`src/rtl/instruction_fetch_pkg.sv`:
```
// rtl/instruction_fetch_pkg.sv - shared opcode, field-width and register-code definitions for the core
package instruction_fetch_pkg;

    localparam int FETCH_ADDR_W = 16;
    localparam int OPC_W        = 4;
    localparam int OPR_W        = 24;
    localparam int FETCH_INSN_W = OPC_W + OPR_W;

    typedef enum logic [OPC_W-1:0] {
        OPC_LOAD  = 4'h0,
        OPC_STORE = 4'h1,
        OPC_ADD   = 4'h2,
        OPC_SUB   = 4'h3,
        OPC_AND   = 4'h4,
        OPC_OR    = 4'h5,
        OPC_XOR   = 4'h6,
        OPC_SHL   = 4'h7,
        OPC_SHR   = 4'h8,
        OPC_JMP   = 4'h9,
        OPC_BEQ   = 4'hA,
        OPC_BNE   = 4'hB,
        OPC_NOP   = 4'hF
    } opcode_e;

    typedef enum logic [3:0] {
        REG_R0 = 4'h0,
        REG_R1 = 4'h1,
        REG_R2 = 4'h2,
        REG_R3 = 4'h3,
        REG_SP = 4'hE,
        REG_LR = 4'hF
    } reg_code_e;

    // Bubble marker: NOP opcode with an all-zero operand field.
    localparam logic [FETCH_INSN_W-1:0] INSN_NOP = {OPC_NOP, {OPR_W{1'b0}}};

endpackage

```
`src/rtl/instruction_fetch_ff_en.sv`:
```
// rtl/instruction_fetch_ff_en.sv - parameterised D flip-flop with sync reset value and load enable
module fetch_ff_en #(
    parameter int           W       = 1,
    parameter logic [W-1:0] RST_VAL = '0
) (
    input  logic         clk_i,
    input  logic         rst_i,
    input  logic         en_i,
    input  logic [W-1:0] d_i,
    output logic [W-1:0] q_o
);

    logic [W-1:0] data_q;

    always_ff @(posedge clk_i) begin
        if (rst_i) begin
            data_q <= RST_VAL;
        end else if (en_i) begin
            data_q <= d_i;
        end
    end

    assign q_o = data_q;

endmodule

```
`src/rtl/instruction_fetch.sv`:
```
// rtl/instruction_fetch.sv - fetch stage: PC, ROM address, instruction register, stall and branch flush
// Optional retired-fetch counter output oFetchCount under FETCH_COUNT_EN.
module instruction_fetch
    import instruction_fetch_pkg::*;
#(
    parameter int ADDR_W = FETCH_ADDR_W,
    parameter int INSN_W = FETCH_INSN_W
) (
    input  logic              Clock,
    input  logic              Reset,
    output logic [ADDR_W-1:0] oAddress,
    input  logic [INSN_W-1:0] iInstruction,
    input  logic              iStall,
    input  logic              iBranchTaken,
    input  logic [ADDR_W-1:0] iBranchTarget,
    output logic [INSN_W-1:0] oInstruction,
    output logic [ADDR_W-1:0] oInstrPC,
`ifdef FETCH_COUNT_EN
    output logic [31:0]       oFetchCount,
`endif
    output logic              oValid
);

    localparam logic [INSN_W-1:0] NOP_WORD = INSN_W'(INSN_NOP);

    logic [ADDR_W-1:0] pc_q, pc_d;
    logic [INSN_W-1:0] ir_d;
    logic              valid_d;
    logic              pipe_en;
    logic              fetch_en;

    // A branch overrides a stall; a normal fetch needs neither.
    assign pipe_en  = iBranchTaken | ~iStall;
    assign fetch_en = ~iBranchTaken & ~iStall;

    always_comb begin
        pc_d    = pc_q + ADDR_W'(1);
        ir_d    = iInstruction;
        valid_d = 1'b1;
        if (iBranchTaken) begin
            pc_d    = iBranchTarget;
            ir_d    = NOP_WORD;
            valid_d = 1'b0;
        end
    end

    fetch_ff_en #(.W(ADDR_W), .RST_VAL('0)) u_pc (
        .clk_i (Clock),
        .rst_i (Reset),
        .en_i  (pipe_en),
        .d_i   (pc_d),
        .q_o   (pc_q)
    );

    fetch_ff_en #(.W(INSN_W), .RST_VAL(NOP_WORD)) u_ir (
        .clk_i (Clock),
        .rst_i (Reset),
        .en_i  (pipe_en),
        .d_i   (ir_d),
        .q_o   (oInstruction)
    );

    // Instruction PC only tracks real fetches; during a bubble it is meaningless.
    fetch_ff_en #(.W(ADDR_W), .RST_VAL('0)) u_instr_pc (
        .clk_i (Clock),
        .rst_i (Reset),
        .en_i  (fetch_en),
        .d_i   (pc_q),
        .q_o   (oInstrPC)
    );

    fetch_ff_en #(.W(1), .RST_VAL(1'b0)) u_valid (
        .clk_i (Clock),
        .rst_i (Reset),
        .en_i  (pipe_en),
        .d_i   (valid_d),
        .q_o   (oValid)
    );

    assign oAddress = pc_q;

`ifdef FETCH_COUNT_EN
    logic [31:0] count_q, count_d;

    always_comb begin
        count_d = count_q;
        if (fetch_en && (count_q != 32'hFFFF_FFFF)) begin
            count_d = count_q + 32'd1;
        end
    end

    always_ff @(posedge Clock) begin
        if (Reset) begin
            count_q <= 32'd0;
        end else begin
            count_q <= count_d;
        end
    end

    assign oFetchCount = count_q;
`endif

endmodule
```
`config.mk`:
```
export PLATFORM = sky130hd
export DESIGN_NAME = instruction_fetch
export DESIGN_NICKNAME = d
export VERILOG_FILES = /design/src/rtl/instruction_fetch_pkg.sv /design/src/rtl/instruction_fetch_ff_en.sv /design/src/rtl/instruction_fetch.sv
export SDC_FILE = /design/constraint.sdc
export NUM_CORES = 1
export LEC_CHECK = 0
export BUFFER_PORTS_ARGS = -buffer_cell sky130_fd_sc_hd__buf_4
export CORE_UTILIZATION = 42
export CTS_BUF_LIST = sky130_fd_sc_hd__clkbuf_16
export DETAILED_ROUTE_END_ITERATION = 10
export PLACE_DENSITY = 0.87
export RECOVER_POWER = 25
export SYNTH_ARGS = -nofsm -noshare
export SYNTH_HDL_FRONTEND = slang
export SYNTH_SLANG_ARGS = --single-unit
```
`constraint.sdc`:
```
create_clock -name Clock -period 1.5 [get_ports Clock]
set_input_delay 0.225 -clock Clock [delete_from_list [all_inputs] [get_ports Clock]]
set_output_delay 0.225 -clock Clock [all_outputs]
set_load 0.02 [all_outputs]
```
# Word-level counts from Yosys, hierarchy flattened
# Index checks and enable logic that the tools add are counted.
# totals
out_inout_bits	61
word_cells	12
ff_bits	61
input_bits	48
# op_classes
n_bitwise	4
mux	3
n_addsub	1
# op_table
cell	count
two-way mux 28 bit	1
adder 16 x 1 -> 16 bit (second input constant)	1
two-way mux 16 bit	1
NOT 1 bit	2
bitwise AND 1 bit	1
two-way mux 1 bit	1
OR 1 bit	1

# Logic depth before layout (Yosys ltp)
# depth
word_depth	2
mapped_depth	6
depth_no_buf	5

# Cells and area by module
# Synthesis repeated with hierarchy kept, for this count alone.
# hier_totals
cells_unflattened	310
hier_area_um2	2895.3
# by_module_without_submodules
module	cells_per_inst	instances	area_each_um2	seq_area_each_um2
fetch_ff_en (u_instr_pc ...)	52	2	580.6	320.3
fetch_ff_en (u_ir)	90	1	1029.7	560.5
instruction_fetch	113	1	670.6	0.0
fetch_ff_en (u_valid)	3	1	33.8	20.0

# Worst setup path before layout
# No wires, ideal clock.
# synth_path
path_kind	register to register
start	register u_pc.data_q[0], in the netlist u_pc.q_o[0]
end	register u_pc.data_q[12], in the netlist u_pc.q_o[12]
t_required_ps	1397
slack_ps	-113
arrival_ps	1510
path_buffers	0
path_stages_with_launch	6
synth_period_minus_slack_ps	1613
setup_ps	103
cell_sequence	dfxtp_1 ha_1 nand2b_2 nor4_4 nor3_1 a2111oi_2
# synth_via
elab_chain_len	2
# synth_lines
element	line_no	rtl
from (decl)	instruction_fetch_ff_en.sv:13	logic [W-1:0] data_q;
from (signal assigned)	instruction_fetch_ff_en.sv:19	data_q <= d_i;
adder 16 x 1 -> 16 bit	instruction_fetch.sv:37	pc_d = pc_q + ADDR_W'(1);
two-way mux 16 bit	instruction_fetch.sv:40	if (iBranchTaken) begin
# No other way between the ends.
# A chain may end at the register's enable or synchronous reset.

# Worst setup path after layout
# layout_path
start	register u_pc.data_q[10], in the netlist u_pc.q_o[10]
end	register u_pc.data_q[15], in the netlist u_pc.q_o[15]
# Same word-level chain as after synthesis.

==> metrics.md <==
| Metric | Value |
|---|---|
| P&R area growth vs syn | `46.7%` |
| Wire per inst | `13.6 um` |
| Final hold violations | `0` |
| Post-DP Area | `~3400 um^2` |
| Share of layout cells above drive strength 1 | `0.323` |
| Final design area excluding fillers | `3680 um^2` |
| MaxCap Viol Count | `0` |
| CP arrival | `1.61 ns` |
| Top_reg_cell synth | `dfxtp_1` |
| Logic pwr share | `0.124` |
| Pleak | `between 1.5 and 2 nW` |
| Status | `finished, final reports clean` |
| Chip height | `79.3 um` |
| Async set-reset flop share out of synthesis | `0` |
| Pwr Density | `1200 nW/um^2` |
| Clock group share of total power | `0.478` |
| Hold_buf cts | `0` |
| Place WS | `roughly 0.026 ns` |
| Synth Area in Compound Gates | `0.0932` |
| Worst-Skew Late Latency | `0.32 ns` |
| Global route total overflow | `0` |
| Clock transition at path regs | `0.05 ns` |
| Mux share of post-synthesis cell area | `0.128` |
| Number of synthesized flops with an enable pin | `0` |
| DRT Pass-1 Iters | `4` |
| Worst IR Drop VDD | `0.764 mV` |
| RR Endpoint | `u_pc.q_o[15]` |
| Via count | `2358` |
| Most common cell after layout, fill and taps aside | `buf_4` |
| Die area | `~6300 um^2` |
| Endpoint with the worst hold slack | `u_ir.q_o[25]` |
| Reg2reg start | `u_pc.q_o[10]` |
| CTS tree | `done` |
| Switch share | `0.232` |
| Top cells by area, synth | `dfxtp_1 (49%), mux2i_1 (13%), nand2_1 (6.0%)` |
| CTS Root Cell | `clkbuf_16` |
| Top-area cell type share of the netlist area | `0.486` |
| WS Path Type | `reg2reg` |
| Unique masters post-synth | `30` |
| Adder-cell share of the synthesized area | `0.00498` |
| Vias in the first global route | `2281` |
| Max-slew violations | `0` |
| Critical path required time | `1.68 ns` |
| Syn Nets | `326` |
| Worst Hold Depth | `3` |
| Post-synthesis xor/xnor area fraction | `0.0453` |
| Post-DP HPWL | `roughly 4.5 mm` |
| Final setup vio count | `0` |
| Fin Setup TNS | `0 ns` |
| Post-synthesis instance total | `277` |
| Hold Startpoint | `iInstruction[25]` |
| ANT cells | `0` |
| Post-Synth Simple-Gate Area | `0.194` |
| Worst R2R Setup Slack | `around 0.08 ns` |
| Nets | `440` |
| Post-route ant nets | `0` |
| Period utilisation layout | `0.948` |
| Worst Tran Pin Value | `0.942 ns` |
| Cell Area, Synth | `approximately 2500 um^2` |
| Fin Clk Skew | `0.00391 ns` |
| CP cell instances | `nand4_1 > nor4_1 > xnor2_1 > o22ai_1` |
| Vias per inst | `just over 5` |
| Reg power frac | `0.398` |
| Clock Sinks | `61` |
| Die Span X | `79.3 um` |
| Largest family of logic cells by synthesized area | `simple AND/OR/NAND/NOR gates` |
| CTS Buf Count | `9` |
| Power Internal | `between 3 and 4 mW` |
| Hold slack | `0.113 ns` |
| First-pass GRT wire length | `10.4 mm` |
| Pin count of the biggest net entering global routing | `34` |
| H-tree levels | `3` |
| Most frequent cells in the layout | `buf_4 (101), dfxtp_1 (56), nand2_1 (40), nor2_1 (33), mux2i_1 (32)` |
| Type of the most critical hold path | `in2reg` |
| Area leader, netlist | `dfxtp_1` |
| Layout filler cell count | `around 470` |
| Total wire length | `6.37 mm` |
| DRT iter0 DRCs | `~190` |
| Final min period | `1.42 ns` |
| F_max | `between 0.7 and 0.8 GHz` |
| #FFs+latches synth | `61` |
| Worst Reg-to-Reg Cells | `4` |
| Gpl congestion | `0.775` |
| Cell row count | `27` |
| Longest Clk Path Bufs | `2` |
| CP delay by family, top | `simple AND/OR/NAND/NOR gates` |
| Ys Warns | `0` |
| Post-CTS Setup Bufs | `0` |
| Worst setup EP type | `register` |
| Initial core utilization | `0.445` |
| Syn Area/Cell | `just over 9 um^2` |
| Worst path slowest cell | `dfxtp_1` |
| Worst path bufs/invs | `0` |
| Unrepaired setup endpoints after global routing | `true` |
| IO Pins | `around 110` |
| Port Buffers | `108` |
| Net switching power | `slightly above 1 mW` |
| Initial antenna violation count | `0` |
| Setup WS post-layout | `0.0785 ns` |
| Relative slew margins | `0.370` |
| Crit-path max FO | `6` |
| Max stage delay on crit path | `0.45 ns` |
| Crit start category | `register` |
| DRC | `0` |
| GRT Overall Usage | `0.216` |
| Register area share after synthesis | `0.486` |
| Core area | `5640 um^2` |
sequential cells by signal, summed over array words and instances, names as in the netlist:
name and cells:
u_valid.q_o 1, u_ir.q_o 28, u_instr_pc.q_o 16, u_pc.q_o 16
Yosys cell counts (2+ instances only):
library cell / number
clkbuf_1: 12
nor2b_1: 2
nand3_1: 2
nor3_1: 5
mux2i_1: 32
nor4_1: 5
nor2_1: 33
inv_1: 11
buf_2: 5
nand4_1: 2
xnor2_1: 5
a21oi_1: 28
nand2_1: 40
o21a_1: 8
nand4b_1: 3
dfxtp_1: 61
nand3b_1: 2
or2_2: 2
xor2_1: 8
layout make-up:
type	count	area (um^2)	area share
Sequential cell	61	1230	0.333
Multi-Input combinational cell	187	1180	0.321
Timing Repair Buffer	121	837	0.227
Clock buffer	9	225	0.0611
Tap cell	72	90.1	0.0244
Clock inverter	7	81.3	0.0221
Inverter	11	41.3	0.0112
through the flow:
step / instances / total power, mW / util
floorplan: 277 / 2.07 / -
global placement: 452 / 2.32 / 0.609
detailed placement: 452 / 2.34 / 0.609
CTS: 468 / 4.45 / 0.665
global route: 468 / 4.57 / 0.653
finish: 468 / 4.41 / 0.653
cells by family after synthesis:
logic type	after synthesis
AND/OR/NAND/NOR	101
flip-flops	61
AO/OA/AOI/OAI	40
multiplexers	32
buffers and inverters	29
XOR/XNOR	13
adder cells (fa/ha/maj)	1
power groups by stage:
stage / combinational, mW / sequential (mW) / clock (mW)
3_5_place_dp: 0.558 / 1.78 / 0
5_1_grt: 0.594 / 1.76 / 2.22
3_3_place_gp: 0.547 / 1.78 / 0
4_1_cts: 0.563 / 1.75 / 2.13
6_report: 0.548 / 1.75 / 2.11
2_1_floorplan: 0.204 / 1.86 / 0
worst max-delay path by stage:
stage                      start      endpoint  slack (ns)  cells past startpoint
floorplan            u_pc.q_o[4]  u_pc.q_o[12]        0.01                      5
global placement     u_pc.q_o[3]  u_pc.q_o[12]        0.06                      4
detailed placement   u_pc.q_o[3]  u_pc.q_o[12]        0.03                      4
CTS                  u_pc.q_o[0]  u_pc.q_o[12]       0.007                      5
global route        u_pc.q_o[10]  u_pc.q_o[13]       -0.05                      4
finish              u_pc.q_o[10]  u_pc.q_o[15]        0.08                      4
worst reg2reg max path, stage by stage, from the launching register on:
cell,delay [ns]
dfxtp_1,0.45
nand4_1,0.21
nor4_1,0.37
xnor2_1,0.16
o22ai_1,0.09
per-layer routing:
layer  GRT usage  part of all wire  vias to the layer above  wire length, um
li1            -                 -                     1158                -
met3      0.0759             0.088                       13              560
met2       0.371              0.48                       98             3060
met1       0.237              0.41                     1089             2630
met4      0.0982             0.018                        0              115
met5           0                 0                        -                0
what timing repair did:
| item | 4_1_cts | 5_1_grt |
|---|---|---|
| pin swaps | 0 | 2 |
| endpoints found under the hold margin | 0 | 0 |
| resized for setup | 2 | 2 |
| endpoints found under the setup margin | 1 | 5 |
Power figures use the tool's default switching activity.
